[src/rtl/custom_instr_pkg.sv]
// Shared types for the custom-instruction result path: the queued result
// entry and the decode of the FIFO head against the commit scoreboard.
package custom_instr_pkg;

    localparam int CI_ID_WIDTH = 4;

    typedef struct packed {
        logic [CI_ID_WIDTH-1:0] id;
        logic [4:0]             rd;
        logic                   we;
        logic [31:0]            data;
    } result_entry_t;

    typedef enum logic [1:0] {
        HEAD_EMPTY,
        HEAD_WAIT,
        HEAD_SEND,
        HEAD_DROP
    } head_state_e;

endpackage

[src/rtl/if_xif.sv]
// Coprocessor result channel: the coprocessor offers one result per
// handshake, and the core accepts it with result_ready.
interface if_xif;
    import custom_instr_pkg::*;

    logic          result_valid;
    logic          result_ready;
    result_entry_t result;

    modport coproc_result (
        output result_valid,
        output result,
        input  result_ready
    );

endinterface

[src/rtl/custom_result_fifo.sv]
// Result FIFO. Pointers carry one extra wrap bit, so equal pointers mean
// empty. The occupancy count is kept separately so that "full" is a register compare.
module custom_result_fifo
    import custom_instr_pkg::*;
#(
    parameter int DEPTH = 4
) (
    input  logic          clk_i,
    input  logic          rst_ni,
    input  logic          push_i,
    input  result_entry_t entry_i,
    input  logic          pop_i,
    output result_entry_t head_o,
    output logic          full_o,
    output logic          empty_o
);

    localparam int             AW       = $clog2(DEPTH);
    localparam logic [AW:0]    CNT_FULL = (AW+1)'(DEPTH);

    result_entry_t mem [DEPTH];
    logic [AW:0]   wptr, rptr, count;

    always_ff @(posedge clk_i or negedge rst_ni) begin
        if (!rst_ni) begin
            wptr  <= '0;
            rptr  <= '0;
            count <= '0;
        end else begin
            if (push_i) wptr <= wptr + 1'b1;
            if (pop_i)  rptr <= rptr + 1'b1;
            case ({push_i, pop_i})
                2'b10:   count <= count + 1'b1;
                2'b01:   count <= count - 1'b1;
                default: count <= count;
            endcase
        end
    end

    // Storage is deliberately left without reset; empty_o masks stale contents.
    always_ff @(posedge clk_i) begin
        if (push_i) mem[wptr[AW-1:0]] <= entry_i;
    end

    assign head_o  = mem[rptr[AW-1:0]];
    assign empty_o = (wptr == rptr);
    assign full_o  = (count == CNT_FULL);

endmodule

[src/rtl/custom_result_stage.sv]
// Holds completed custom-instruction results until their commit/kill
// decision arrives, then either forwards them on the result channel or drops them.
module custom_result_stage
    import custom_instr_pkg::*;
#(
    parameter int DEPTH    = 4,
    parameter int ID_WIDTH = CI_ID_WIDTH
) (
    input  logic                clk_i,
    input  logic                rst_ni,
    input  logic                ex_valid_i,
    output logic                ex_ready_o,
    input  logic [ID_WIDTH-1:0] ex_id_i,
    input  logic [4:0]          ex_rd_addr_i,
    input  logic                ex_we_i,
    input  logic [31:0]         ex_data_i,
    input  logic                commit_valid_i,
    input  logic [ID_WIDTH-1:0] commit_id_i,
    input  logic                commit_kill_i,
    if_xif.coproc_result        xif_result
);

    localparam int NUM_IDS = 1 << ID_WIDTH;

    result_entry_t       push_entry, head;
    logic                push, pop, fifo_full, fifo_empty;
    logic [NUM_IDS-1:0]  sb_committed, sb_killed;
    logic [ID_WIDTH-1:0] head_id;
    head_state_e         head_state;

    assign push_entry = '{id: ex_id_i, rd: ex_rd_addr_i, we: ex_we_i, data: ex_data_i};
    assign ex_ready_o = !fifo_full;
    assign push       = ex_valid_i && ex_ready_o;
    assign head_id    = head.id;

    custom_result_fifo #(.DEPTH(DEPTH)) u_fifo (
        .clk_i   (clk_i),
        .rst_ni  (rst_ni),
        .push_i  (push),
        .entry_i (push_entry),
        .pop_i   (pop),
        .head_o  (head),
        .full_o  (fifo_full),
        .empty_o (fifo_empty)
    );

    always_comb begin
        head_state = HEAD_EMPTY;
        if (!fifo_empty) begin
            if (!sb_committed[head_id])  head_state = HEAD_WAIT;
            else if (sb_killed[head_id]) head_state = HEAD_DROP;
            else                         head_state = HEAD_SEND;
        end
    end

    assign pop = (head_state == HEAD_DROP) ||
                 ((head_state == HEAD_SEND) && xif_result.result_ready);

    // A commit landing in the same cycle that the head is retired for the same id
    // wins, because its write comes later in this block.
    always_ff @(posedge clk_i or negedge rst_ni) begin
        if (!rst_ni) begin
            sb_committed <= '0;
            sb_killed    <= '0;
        end else begin
            if (pop) begin
                sb_committed[head_id] <= 1'b0;
                sb_killed[head_id]    <= 1'b0;
            end
            if (commit_valid_i) begin
                sb_committed[commit_id_i] <= 1'b1;
                sb_killed[commit_id_i]    <= commit_kill_i;
            end
        end
    end

    assign xif_result.result_valid = (head_state == HEAD_SEND);
    assign xif_result.result       = fifo_empty ? '0 : head;

endmodule
[src/flat_wrapper.sv]
// flat-port wrapper written by rule: the top's interface ports become plain ports
module custom_result_stage_flat import custom_instr_pkg::*;
#(
    parameter int DEPTH    = 4,
    parameter int ID_WIDTH = CI_ID_WIDTH
)
  (clk_i, rst_ni, ex_valid_i, ex_ready_o, ex_id_i, ex_rd_addr_i, ex_we_i, ex_data_i, commit_valid_i, commit_id_i, commit_kill_i, xif_result_result_valid, xif_result_result, xif_result_result_ready);
  if_xif xif_result_i ();
  input  logic clk_i;
  input  logic rst_ni;
  input  logic ex_valid_i;
  output logic ex_ready_o;
  input  logic [ID_WIDTH-1:0] ex_id_i;
  input  logic [4:0] ex_rd_addr_i;
  input  logic ex_we_i;
  input  logic [31:0] ex_data_i;
  input  logic commit_valid_i;
  input  logic [ID_WIDTH-1:0] commit_id_i;
  input  logic commit_kill_i;
  output wire logic [$bits(xif_result_i.result_valid)-1:0] xif_result_result_valid;
  output wire logic [$bits(xif_result_i.result)-1:0] xif_result_result;
  input wire logic [$bits(xif_result_i.result_ready)-1:0] xif_result_result_ready;
  assign xif_result_result_valid = xif_result_i.result_valid;
  assign xif_result_result = xif_result_i.result;
  assign xif_result_i.result_ready = xif_result_result_ready;
  custom_result_stage #(.DEPTH(DEPTH), .ID_WIDTH(ID_WIDTH)) u_core (.clk_i(clk_i), .rst_ni(rst_ni), .ex_valid_i(ex_valid_i), .ex_ready_o(ex_ready_o), .ex_id_i(ex_id_i), .ex_rd_addr_i(ex_rd_addr_i), .ex_we_i(ex_we_i), .ex_data_i(ex_data_i), .commit_valid_i(commit_valid_i), .commit_id_i(commit_id_i), .commit_kill_i(commit_kill_i), .xif_result(xif_result_i));
endmodule
[config.mk]
export PLATFORM = sky130hd
export DESIGN_NAME = custom_result_stage_flat
export DESIGN_NICKNAME = d
export VERILOG_FILES = /design/src/rtl/custom_instr_pkg.sv /design/src/rtl/if_xif.sv /design/src/rtl/custom_result_fifo.sv /design/src/rtl/custom_result_stage.sv /design/src/flat_wrapper.sv
export SDC_FILE = /design/constraint.sdc
export NUM_CORES = 1
export LEC_CHECK = 0
export ABC_CLOCK_PERIOD_IN_PS = 4600
export BUFFER_PORTS_ARGS = -buffer_cell sky130_fd_sc_hd__buf_4
export CAP_MARGIN = 20
export CORE_MARGIN = 2
export CORE_UTILIZATION = 39
export DETAILED_ROUTE_END_ITERATION = 7
export PLACE_DENSITY = 0.61
export SYNTH_ARGS = -nofsm -noshare
export SYNTH_HDL_FRONTEND = slang
export SYNTH_SLANG_ARGS = --single-unit
[constraint.sdc]
create_clock -name clk_i -period 4.6 [get_ports clk_i]
set_input_delay 0.69 -clock clk_i [delete_from_list [all_inputs] [get_ports clk_i]]
set_output_delay 0.69 -clock clk_i [all_outputs]
set_load 0.01 [all_outputs]
Word-level counts from Yosys, hierarchy flattened
Memory sizes are Yosys's and may differ from the RTL's.
Cells that the tools add are included.
{"block": "op_classes", "n_addsub": 4, "mul": 0, "n_div": 0, "magnitude_cmp": 4, "n_eq_ne": 6, "shift": 0, "n_mux": 20, "n_bitwise": 4, "reduce_logical": 7}
{"op": "two-way mux 16 bit", "n": 4}
{"op": "two-way mux 42 bit", "n": 1}
{"op": "bitwise AND 16 bit", "n": 2}
{"op": "bitwise mux 16 bit", "n": 1}
{"op": "NOT 16 bit", "n": 1}
{"op": "OR 16 bit", "n": 1}
{"op": "< comparator 4 x 5 -> 1 bit, second input constant", "n": 2}
{"op": "adder 3 x 1 -> 3 bit, second input constant", "n": 3}
{"op": "binary-select mux 1 bit (select 4 bit)", "n": 2}
{"op": "demux 1 bit (select 4 bit)", "n": 2}
{"op": "greater-or-equal comparator 4 x 1 -> 1 bit, second input constant", "n": 2}
{"op": "two-way mux 1 bit", "n": 7}
{"op": "equality test 2 bit, second input constant", "n": 3}
{"op": "case mux 3 bit (2 select lines)", "n": 1}
{"op": "logical AND 1 bit", "n": 4}
{"op": "two-way mux 2 bit", "n": 2}
{"op": "equality test 3 bit", "n": 1}
{"op": "equality test 3 bit, second input constant", "n": 1}
{"op": "subtractor 3 x 1 -> 3 bit, second input constant", "n": 1}
{"op": "equality test 2 x 1 -> 1 bit, second input constant", "n": 1}
{"op": "nonzero test 2 bit", "n": 1}
{"op": "logical NOT 1 bit", "n": 1}
{"op": "logical OR 1 bit", "n": 1}
{"block": "totals", "register_bits": 41, "latchBits": 0, "ramBits": 168, "romBits": 0, "in_bits": 52, "out_inout_bits": 44, "word_cells": 51, "memories": 1}
{"name": "u_core.u_fifo.mem", "words": 4, "word_bits": 42, "read_ports": 1, "rd_clocked_by_memory_dff": 0, "write_ports": 1, "line": "custom_result_fifo.sv:21", "source": "result_entry_t mem [DEPTH];"}

Logic depth before layout (Yosys ltp)
Gate-level depths: netlist of the first run.
An unclocked memory read counts as a cell.
{"block": "depth", "ltp_word": 12, "depth_mapped": 17}

Hierarchy
A second synthesis of the first run with hierarchy kept.
{"block": "unflattened", "hier_cells": 494, "area_unflattened_um2": 8764.7}
{"mod": "custom_result_fifo", "instances": 1, "cells_each": 261, "area_each_um2": 6617.6}
{"mod": "custom_result_stage", "instances": 1, "cells_each": 233, "area_each_um2": 2147.1}

Worst setup path after synthesis of the first run
OpenSTA, ideal clock, no wires.
{"block": "synth_timing", "kind": "register to register", "from": "register u_core.u_fifo.rptr[0]", "to": "register u_core.u_fifo.count[1]", "setup_ns": 0.125, "arrival_time_ns": 3.390, "setup_slack_ns": 1.085, "path_stages_with_launch": 14, "path_buffers": 3, "cell_sequence": "dfrtp_1 > buf_6 > mux4_2 > mux2_2 > o22ai_1 > or4b_1 > and2_1 > buf_6 > buf_2 > nand3b_1 > inv_1 > ha_1 > fa_1 > mux2_2"}
{"block": "synth_via", "elab_chain_len": 11, "word_cells_on_any_way": 17, "classes_between": "eq/ne: 5; mux: 8; reduce/logical: 3; memory: 1"}
{"item": "start, declared", "line": "custom_result_fifo.sv:22", "source": "logic [AW:0] wptr, rptr, count;"}
{"item": "start signal, assigned", "line": "custom_result_fifo.sv:31", "source": "if (pop_i) rptr <= rptr + 1'b1;"}
{"item": "memory read (4 x 42 bit)"}
{"item": "binary-select mux 1 bit (select 4 bit)", "line": "custom_result_stage.sv:51", "source": "else if (sb_killed[head_id]) head_state = HEAD_DROP;"}
{"item": "two-way mux 1 bit (not written as such)", "line": "custom_result_stage.sv:51"}
{"item": "two-way mux 1 bit", "line": "custom_result_stage.sv:51"}
{"item": "two-way mux 2 bit", "line": "custom_result_stage.sv:50", "source": "if (!sb_committed[head_id]) head_state = HEAD_WAIT;"}
{"item": "two-way mux 2 bit *", "line": "custom_result_stage.sv:49", "source": "if (!fifo_empty) begin"}
{"item": "equality test 2 bit", "line": "custom_result_stage.sv:57", "source": "((head_state == HEAD_SEND) && xif_result.result_ready);"}
{"item": "logical AND 1 bit", "line": "custom_result_stage.sv:57"}
{"item": "logical OR 1 bit *", "line": "custom_result_stage.sv:56", "source": "assign pop = (head_state == HEAD_DROP) ||"}
{"item": "equality test 2 x 1 -> 1 bit or equality test 2 bit (tied branches)", "line": "custom_result_fifo.sv:32", "source": "case ({push_i, pop_i})"}
{"item": "case mux 3 bit (2 select lines) or nonzero test 2 bit (tied branches)"}
{"item": "end signal, assigned", "line": "custom_result_fifo.sv:33", "source": "2'b10: count <= count + 1'b1;"}
{"item": "end signal, assigned", "line": "custom_result_fifo.sv:34", "source": "2'b01: count <= count - 1'b1;"}
{"item": "end signal, assigned", "line": "custom_result_fifo.sv:35", "source": "default: count <= count;"}
{"item": "end, declared", "line": "custom_result_fifo.sv:22"}
Every way passes the cells marked *; elsewhere a longest branch is shown, timed or not. The select of a mux whose other input is x is not followed.
A chain may end at the register's enable or synchronous reset.

Final worst setup path of the first run
{"block": "layout_timing", "from": "register u_core.u_fifo.rptr[0]", "to": "register u_core.u_fifo.count[2]"}
Same word-level chain as after synthesis.

==> results of run 1 <==
## metrics by stage
stage	area [µm²]	std cells	hold WS [ps]	utilization, %
after floorplan	8660	505	394	-
after global placement	9700	869	461	44.5
after detailed placement	9700	869	470	44.5
after CTS	10500	913	161	48.0
after global routing	10500	913	195	48.0
final	10500	913	157	48.0
## worst register-to-register path, cell delays in order, from the launching register on
cell      delay (ps)
dfrtp_4          450
mux4_2           780
or2b_2           440
a211oi_1         210
or4b_1           180
and2_1           460
nand3b_1         250
inv_1             70
ha_1             220
fa_1             390
xnor2_1          170
nor2_1            60
xor2_1           140
## cell usage in the layout (no fill, tap or decap), drive strengths merged, types with 5 or more instances in the layout
master	synthesis	routed
a21o	8	8
or4	8	8
edfxtp	168	168
clkinv	0	11
xnor2	5	5
o22ai	9	9
o21ai	9	9
ha	6	6
nor2	14	14
xor2	5	5
nor2b	51	51
mux4	42	42
mux2i	16	16
inv	14	15
buf	14	106
and2	5	5
dfrtp	41	41
clkbuf	8	29
mux2	5	5
nor4	8	8
nand3	5	5
a22o	8	8
nand2	26	26
## per-layer routing
metal | global-route usage [%] | wire length (µm) | share of wire [%] | up-vias
li1 | - | - | - | 2174
met3 | 4.08 | 1210 | 6.7 | 42
met1 | 19.8 | 7480 | 42 | 2446
met4 | 3.70 | 437 | 2.4 | 2
met5 | 0 | 16 | 0.089 | -
met2 | 25.8 | 8840 | 49 | 147
## registers in the layout, summed over array words and instances (netlist names)
register,cells
u_core.u_fifo.count,3
u_core.u_fifo.wptr,3
u_core.sb_committed,16
u_core.u_fifo.rptr,3
u_core.u_fifo.mem,168
u_core.sb_killed,16
## logic make-up (layout without fill, tap and decap cells)
group,count (synthesis),after routing,share of synthesized area (%)
flops,209,209,70.1
simple gates,136,136,8.87
mux,63,63,13.4
compound gates,44,44,3.51
buf+inv,36,164,1.95
xor+xnor,10,10,1.01
fa+ha+maj,7,7,1.10
## worst paths after layout
check                                        start                 endpoint  slack [ps]
max                          u_core.u_fifo.rptr[0]   u_core.u_fifo.count[2]         660
min                                         rst_ni  u_core.sb_committed[14]         160
max reg2reg                  u_core.u_fifo.rptr[0]   u_core.u_fifo.count[2]         660
min reg2reg                u_core.sb_committed[14]  u_core.sb_committed[14]         480
max in group asynchronous                   rst_ni    u_core.u_fifo.rptr[0]        4040
min in group clk_i                    ex_data_i[9]  u_core.u_fifo.mem[0][9]         350
## area by class of cell
type                            instances  area [µm²]
Timing Repair Buffer                  106         796
Inverter                               14        52.6
Sequential cell                       209        6080
Tap cell                              280         350
Clock inverter                         15         148
Multi-Input combinational cell        260        2430
Fill cell                            1866       11400
Clock buffer                           29         619
## power by group through the flow
stage | Sequential, W | Clock, W | Combinational [W]
after floorplan | 0.00272 | 0 | 0.00213
after global placement | 0.00277 | 0 | 0.00320
after detailed placement | 0.00279 | 0 | 0.00326
after CTS | 0.00276 | 0.00187 | 0.00328
after global routing | 0.00280 | 0.00194 | 0.00351
final | 0.00275 | 0.00183 | 0.00322
==> impl_metrics.tcl, run 1 <==
set metrics [dict create \
    critical_path_cell_sequence "mux4_2, or2b_2, a211oi_1, or4b_1, and2_1, nand3b_1, inv_1, ha_1, fa_1, xnor2_1, nor2_1, xor2_1" \
    synth-seq-cells 209 \
    total_switching_power_w 0.00263 \
    placement.io_buffers 95 \
    share_of_async_settable_or_async_resettable_flops_after_synthesis_pct 19.6 \
    clock_tree_sinks 209 \
    final-hold-violation-count 0 \
    detail_route.vias_per_cell 5.27 \
    crit_buf_inv 1 \
    synth_top_area_share_pct 58.3 \
    clock_pin_slew_of_the_registers_on_the_worst_case_setup_and_hold_paths_ps 60 \
    cts.path.max_buffers 3 \
    grt_pass1_vias 5062 \
    pre_cts_ws_ps 664 \
    vdd_ir_max_mv 0.445 \
    synth-seq-area-share_pct 70.1 \
    num_io_pins 96 \
    worst_ep_required_time_ps 5000 \
    synth_ff_type "edfxtp_1" \
    synth_most_common_cell "edfxtp_1" \
    core_mm2 0.0218 \
    seqPwrFrac_pct 35.3 \
    final_nets 674 \
    headroom_to_the_max_slew_limit_pct 38.8 \
    synth_top_cell_by_area "edfxtp_1" \
    synth_enable_flop_cells 168 \
    diode_insertion_count_for_antenna_repair 0 \
    setup_repair_after_global_routing_missed_its_margin "no" \
    die_height_um 153 \
    critPathMaxStageDelay_ps 780 \
    cts_tree "yes" \
    crit_path_start_kind "flip-flop" \
    cts_setup_buffers 0 \
    unique_masters_post_synth 41 \
    root_buffer "clkbuf_16" \
    fin_crit_sh_pct 85.6 \
    die_width_um 153 \
    final_hpwl_dp_mm 11.4 \
    grt_first_pass_wirelength_mm 28.2 \
    tritoncts.num_buffers 24 \
    power.clock.fraction_pct 23.5 \
    floorplan.rows 54 \
    synth_top_cells_by_count "edfxtp_1 (168), nor2b_1 (51), mux4_2 (42), dfrtp_1 (41), nand2_1 (25)" \
    setup.worst_path.end_class "flip-flop" \
    post_synth_inst_count 505 \
    syn_to_final_growth_pct 20.9 \
    ff2ff_path_depth 12 \
    final_period_minus_worst_setup_slack_ps 3940 \
    postLayoutSetupSlackWorst_ps 661 \
    grt_overflow 0 \
    maximum_operating_frequency_ghz 0.254 \
    final.setup.tns_ps 0 \
    worst_skew_pair_latency_ps 540 \
    fraction_of_power_spent_switching_nets_pct 33.8 \
    finClkSkew_ps 24.8 \
    grt_util_all_layers_pct 15.3 \
    synthTopCellsByArea "edfxtp_1 (58%), dfrtp_1 (12%), mux4_2 (11%)" \
    power.density_cell_area_mw_per_mm2 745 \
    cts_hold_buffers 0 \
    p_total_w 0.00780 \
    cp.arrival_ps 4330 \
    path_class "flip-flop to flip-flop" \
    leakage_nw 3.88 \
    dr.first_iter.drc_count 249 \
    cts_resized 0 \
    drv_cap 0 \
    ant_nets 0 \
    combinationalPowerShare_pct 41.3 \
    cts_max_level 1 \
    dieArea_mm2 0.0234 \
    synthesis.nets 564 \
    grt_max_degree 42 \
    timing.critical_path.fanout_max 18 \
    crit_path_leading_delay_family "simple AND/OR/NAND/NOR gates" \
    status "complete, no violations" \
    slew_violations 0 \
    intPower_w 0.00517 \
    drt_pass1_iterations 4 \
    critical_path.slowest_cell "mux4_2" \
    min-delay-path-class "primary input to async pin" \
    drive_gt1_share_pct 31.1 \
    antenna_found_initial 1 \
    worst_pin_slew_ps 918 \
    yosys_warnings 0 \
    number_of_remaining_drc_errors 0 \
    wirelength_mm 18.0 \
    initial_core_util_pct 39.7 \
    syn-cell-area_mm2 0.00866 \
    dr_total_vias 4811 \
    cp_num_cells 12 \
    gp_congestion 0.890 \
    setup_violations 0 \
    synthesis.area_per_instance_um2 17.1 \
    routed_wire_length_per_instance_um 19.7 \
]
Power figures use the tool's default switching activity.
==> run 2: changes to the inputs <==
Settings changed: CORE_ASPECT_RATIO set to 0.8, GPL_ROUTABILITY_DRIVEN set to 0.
==> impl_metrics.tcl, run 2 (same netlist as run 1, synthesis figures left out) <==
set metrics [dict create \
    worst_skew_pair_latency_ps 490 \
    cts_max_level 1 \
    intPower_w 0.00506 \
    non_filler_cells_in_the_finished_layout 928 \
    fraction_of_power_spent_switching_nets_pct 33.4 \
    power.density_cell_area_mw_per_mm2 731 \
    seqPwrFrac_pct 36.9 \
    dieArea_mm2 0.0234 \
    drt_pass1_iterations 5 \
    critical_path_cell_sequence "mux4_2, or2b_2, a211oi_1, or4b_1, and2_1, nand3b_1, inv_1, ha_1, fa_1, xnor2_1, nor2_1, xor2_1" \
    headroom_to_the_max_slew_limit_pct 52.0 \
    final_nets 671 \
    initial_core_util_pct 39.9 \
    status "complete, no violations" \
    combinationalPowerShare_pct 41.1 \
    cts_setup_buffers 0 \
    multi_input_area_mm2 0.00243 \
    final_period_minus_worst_setup_slack_ps 4020 \
    clock_pin_slew_of_the_registers_on_the_worst_case_setup_and_hold_paths_ps 60 \
    largest_register_ffs 168 \
    grt_first_pass_wirelength_mm 27.3 \
    detail_route.vias_per_cell 5.15 \
    layout.cells.most_common_list "edfxtp_1 (168), buf_4 (104), nor2b_1 (51)" \
    grt_overflow 0 \
    register_area_mm2 0.00608 \
    placed_cells_incl_taps 887 \
    reg2reg_slack_ps 580 \
    cts_tree "yes" \
    min-delay-path-class "primary input to async pin" \
    root_buffer "clkbuf_16" \
    floorplan.rows 48 \
    power.clock.fraction_pct 22.0 \
    cp.arrival_ps 4390 \
    r2r-end "u_core.u_fifo.count[2]" \
    tritoncts.num_buffers 23 \
    placement.io_buffers 95 \
    wirelength_mm 17.6 \
    slew_violations 0 \
    finClkSkew_ps 3.30 \
    placedInstanceArea_mm2 0.00971 \
    syn_to_final_growth_pct 20.1 \
    crit_path_start_kind "flip-flop" \
    dr.first_iter.drc_count 401 \
    final-hold-violation-count 0 \
    worst_pin_slew_ps 716 \
    clock_tree_sinks 209 \
    critPathMaxStageDelay_ps 790 \
    drive_gt1_share_pct 30.3 \
    grt_util_all_layers_pct 15.2 \
    mostFrequentLayoutCell "edfxtp_1" \
    ff2ff_path_depth 12 \
    final_hpwl_dp_mm 11.0 \
    vdd_ir_max_mv 0.316 \
    crit_path_leading_delay_family "simple AND/OR/NAND/NOR gates" \
    critical_path.slowest_cell "mux4_2" \
    crit_buf_inv 1 \
    antenna_found_initial 0 \
    leakage_nw 3.83 \
    cts_resized 0 \
    total_switching_power_w 0.00254 \
    final.setup.tns_ps 0 \
    fillCellCount 1813 \
    stdcell_area_mm2 0.0104 \
    reg2reg_from "u_core.u_fifo.rptr[0]" \
    ant_nets 0 \
    setup.worst_path.end_class "flip-flop" \
    routed_wire_length_per_instance_um 18.9 \
    die_width_um 171 \
    die_height_um 137 \
    grt_pass1_vias 5012 \
    drv_cap 0 \
    num_io_pins 96 \
    core_mm2 0.0217 \
    worst_ep_required_time_ps 4970 \
    dr_total_vias 4778 \
    diode_insertion_count_for_antenna_repair 0 \
    cts.path.max_buffers 3 \
    grt_max_degree 43 \
    path_class "flip-flop to flip-flop" \
    fin_crit_sh_pct 87.3 \
    cts_hold_buffers 0 \
    maximum_operating_frequency_ghz 0.249 \
    setup_violations 0 \
    number_of_remaining_drc_errors 0 \
    timing.critical_path.fanout_max 18 \
    setup_repair_after_global_routing_missed_its_margin "no" \
]
[run 2: cell count changes in the layout (fill, tap and decap cells not counted), sizes merged]
cell,previous run,this run
clkbuf,29,32
buf,106,104
inv,15,14
bufinv,2,1
clkinvlp,1,0
clkinv,11,8
[run 2: final cells by class]
cell class / instances / area share, %
timing repair buffer: 104 / 7.51
multi-input combinational: 260 / 23.3
inverter: 14 / 0.505
sequential: 209 / 58.4
tap: 300 / 3.61
clock inverter: 9 / 0.638
clock buffer: 32 / 5.96
[run 2: power groups by stage]
stage	Combinational [W]	Clock [W]	Sequential, W
6_report	0.00312	0.00167	0.00280
5_1_grt	0.00340	0.00179	0.00286
4_1_cts	0.00317	0.00171	0.00281
3_5_place_dp	0.00315	0	0.00284
3_3_place_gp	0.00309	0	0.00283
2_1_floorplan	0.00213	0	0.00272
[run 2: worst max path at each step]
stage,startpoint,end,slack [ps],cells after the start
floorplan,u_core.u_fifo.rptr[0],u_core.u_fifo.count[1],1090,13
global placement,u_core.u_fifo.rptr[0],u_core.u_fifo.count[2],780,12
detailed placement,u_core.u_fifo.rptr[0],u_core.u_fifo.count[2],640,12
CTS,u_core.u_fifo.rptr[0],u_core.u_fifo.count[2],610,12
global route,u_core.u_fifo.rptr[0],u_core.u_fifo.count[2],310,12
finish,u_core.u_fifo.rptr[0],u_core.u_fifo.count[2],580,12
[run 2: metrics by stage]
stage | power (W) | utilization, % | setup slack (ps) | hold slack, ps
6_report | 0.00760 | 48.0 | 583 | 177
4_1_cts | 0.00769 | 48.0 | 614 | 192
2_1_floorplan | 0.00485 | - | 1090 | 394
3_5_place_dp | 0.00599 | 44.8 | 642 | 465
5_1_grt | 0.00805 | 48.0 | 306 | 218
3_3_place_gp | 0.00592 | 44.8 | 776 | 460
[run 2: metal layers]
metal	up-vias	GRT usage, %	wire length (µm)
met2	148	26.2	8580
met5	-	0	0
met4	0	4.08	379
met3	30	2.84	909
met1	2423	20.0	7700
li1	2177	-	-
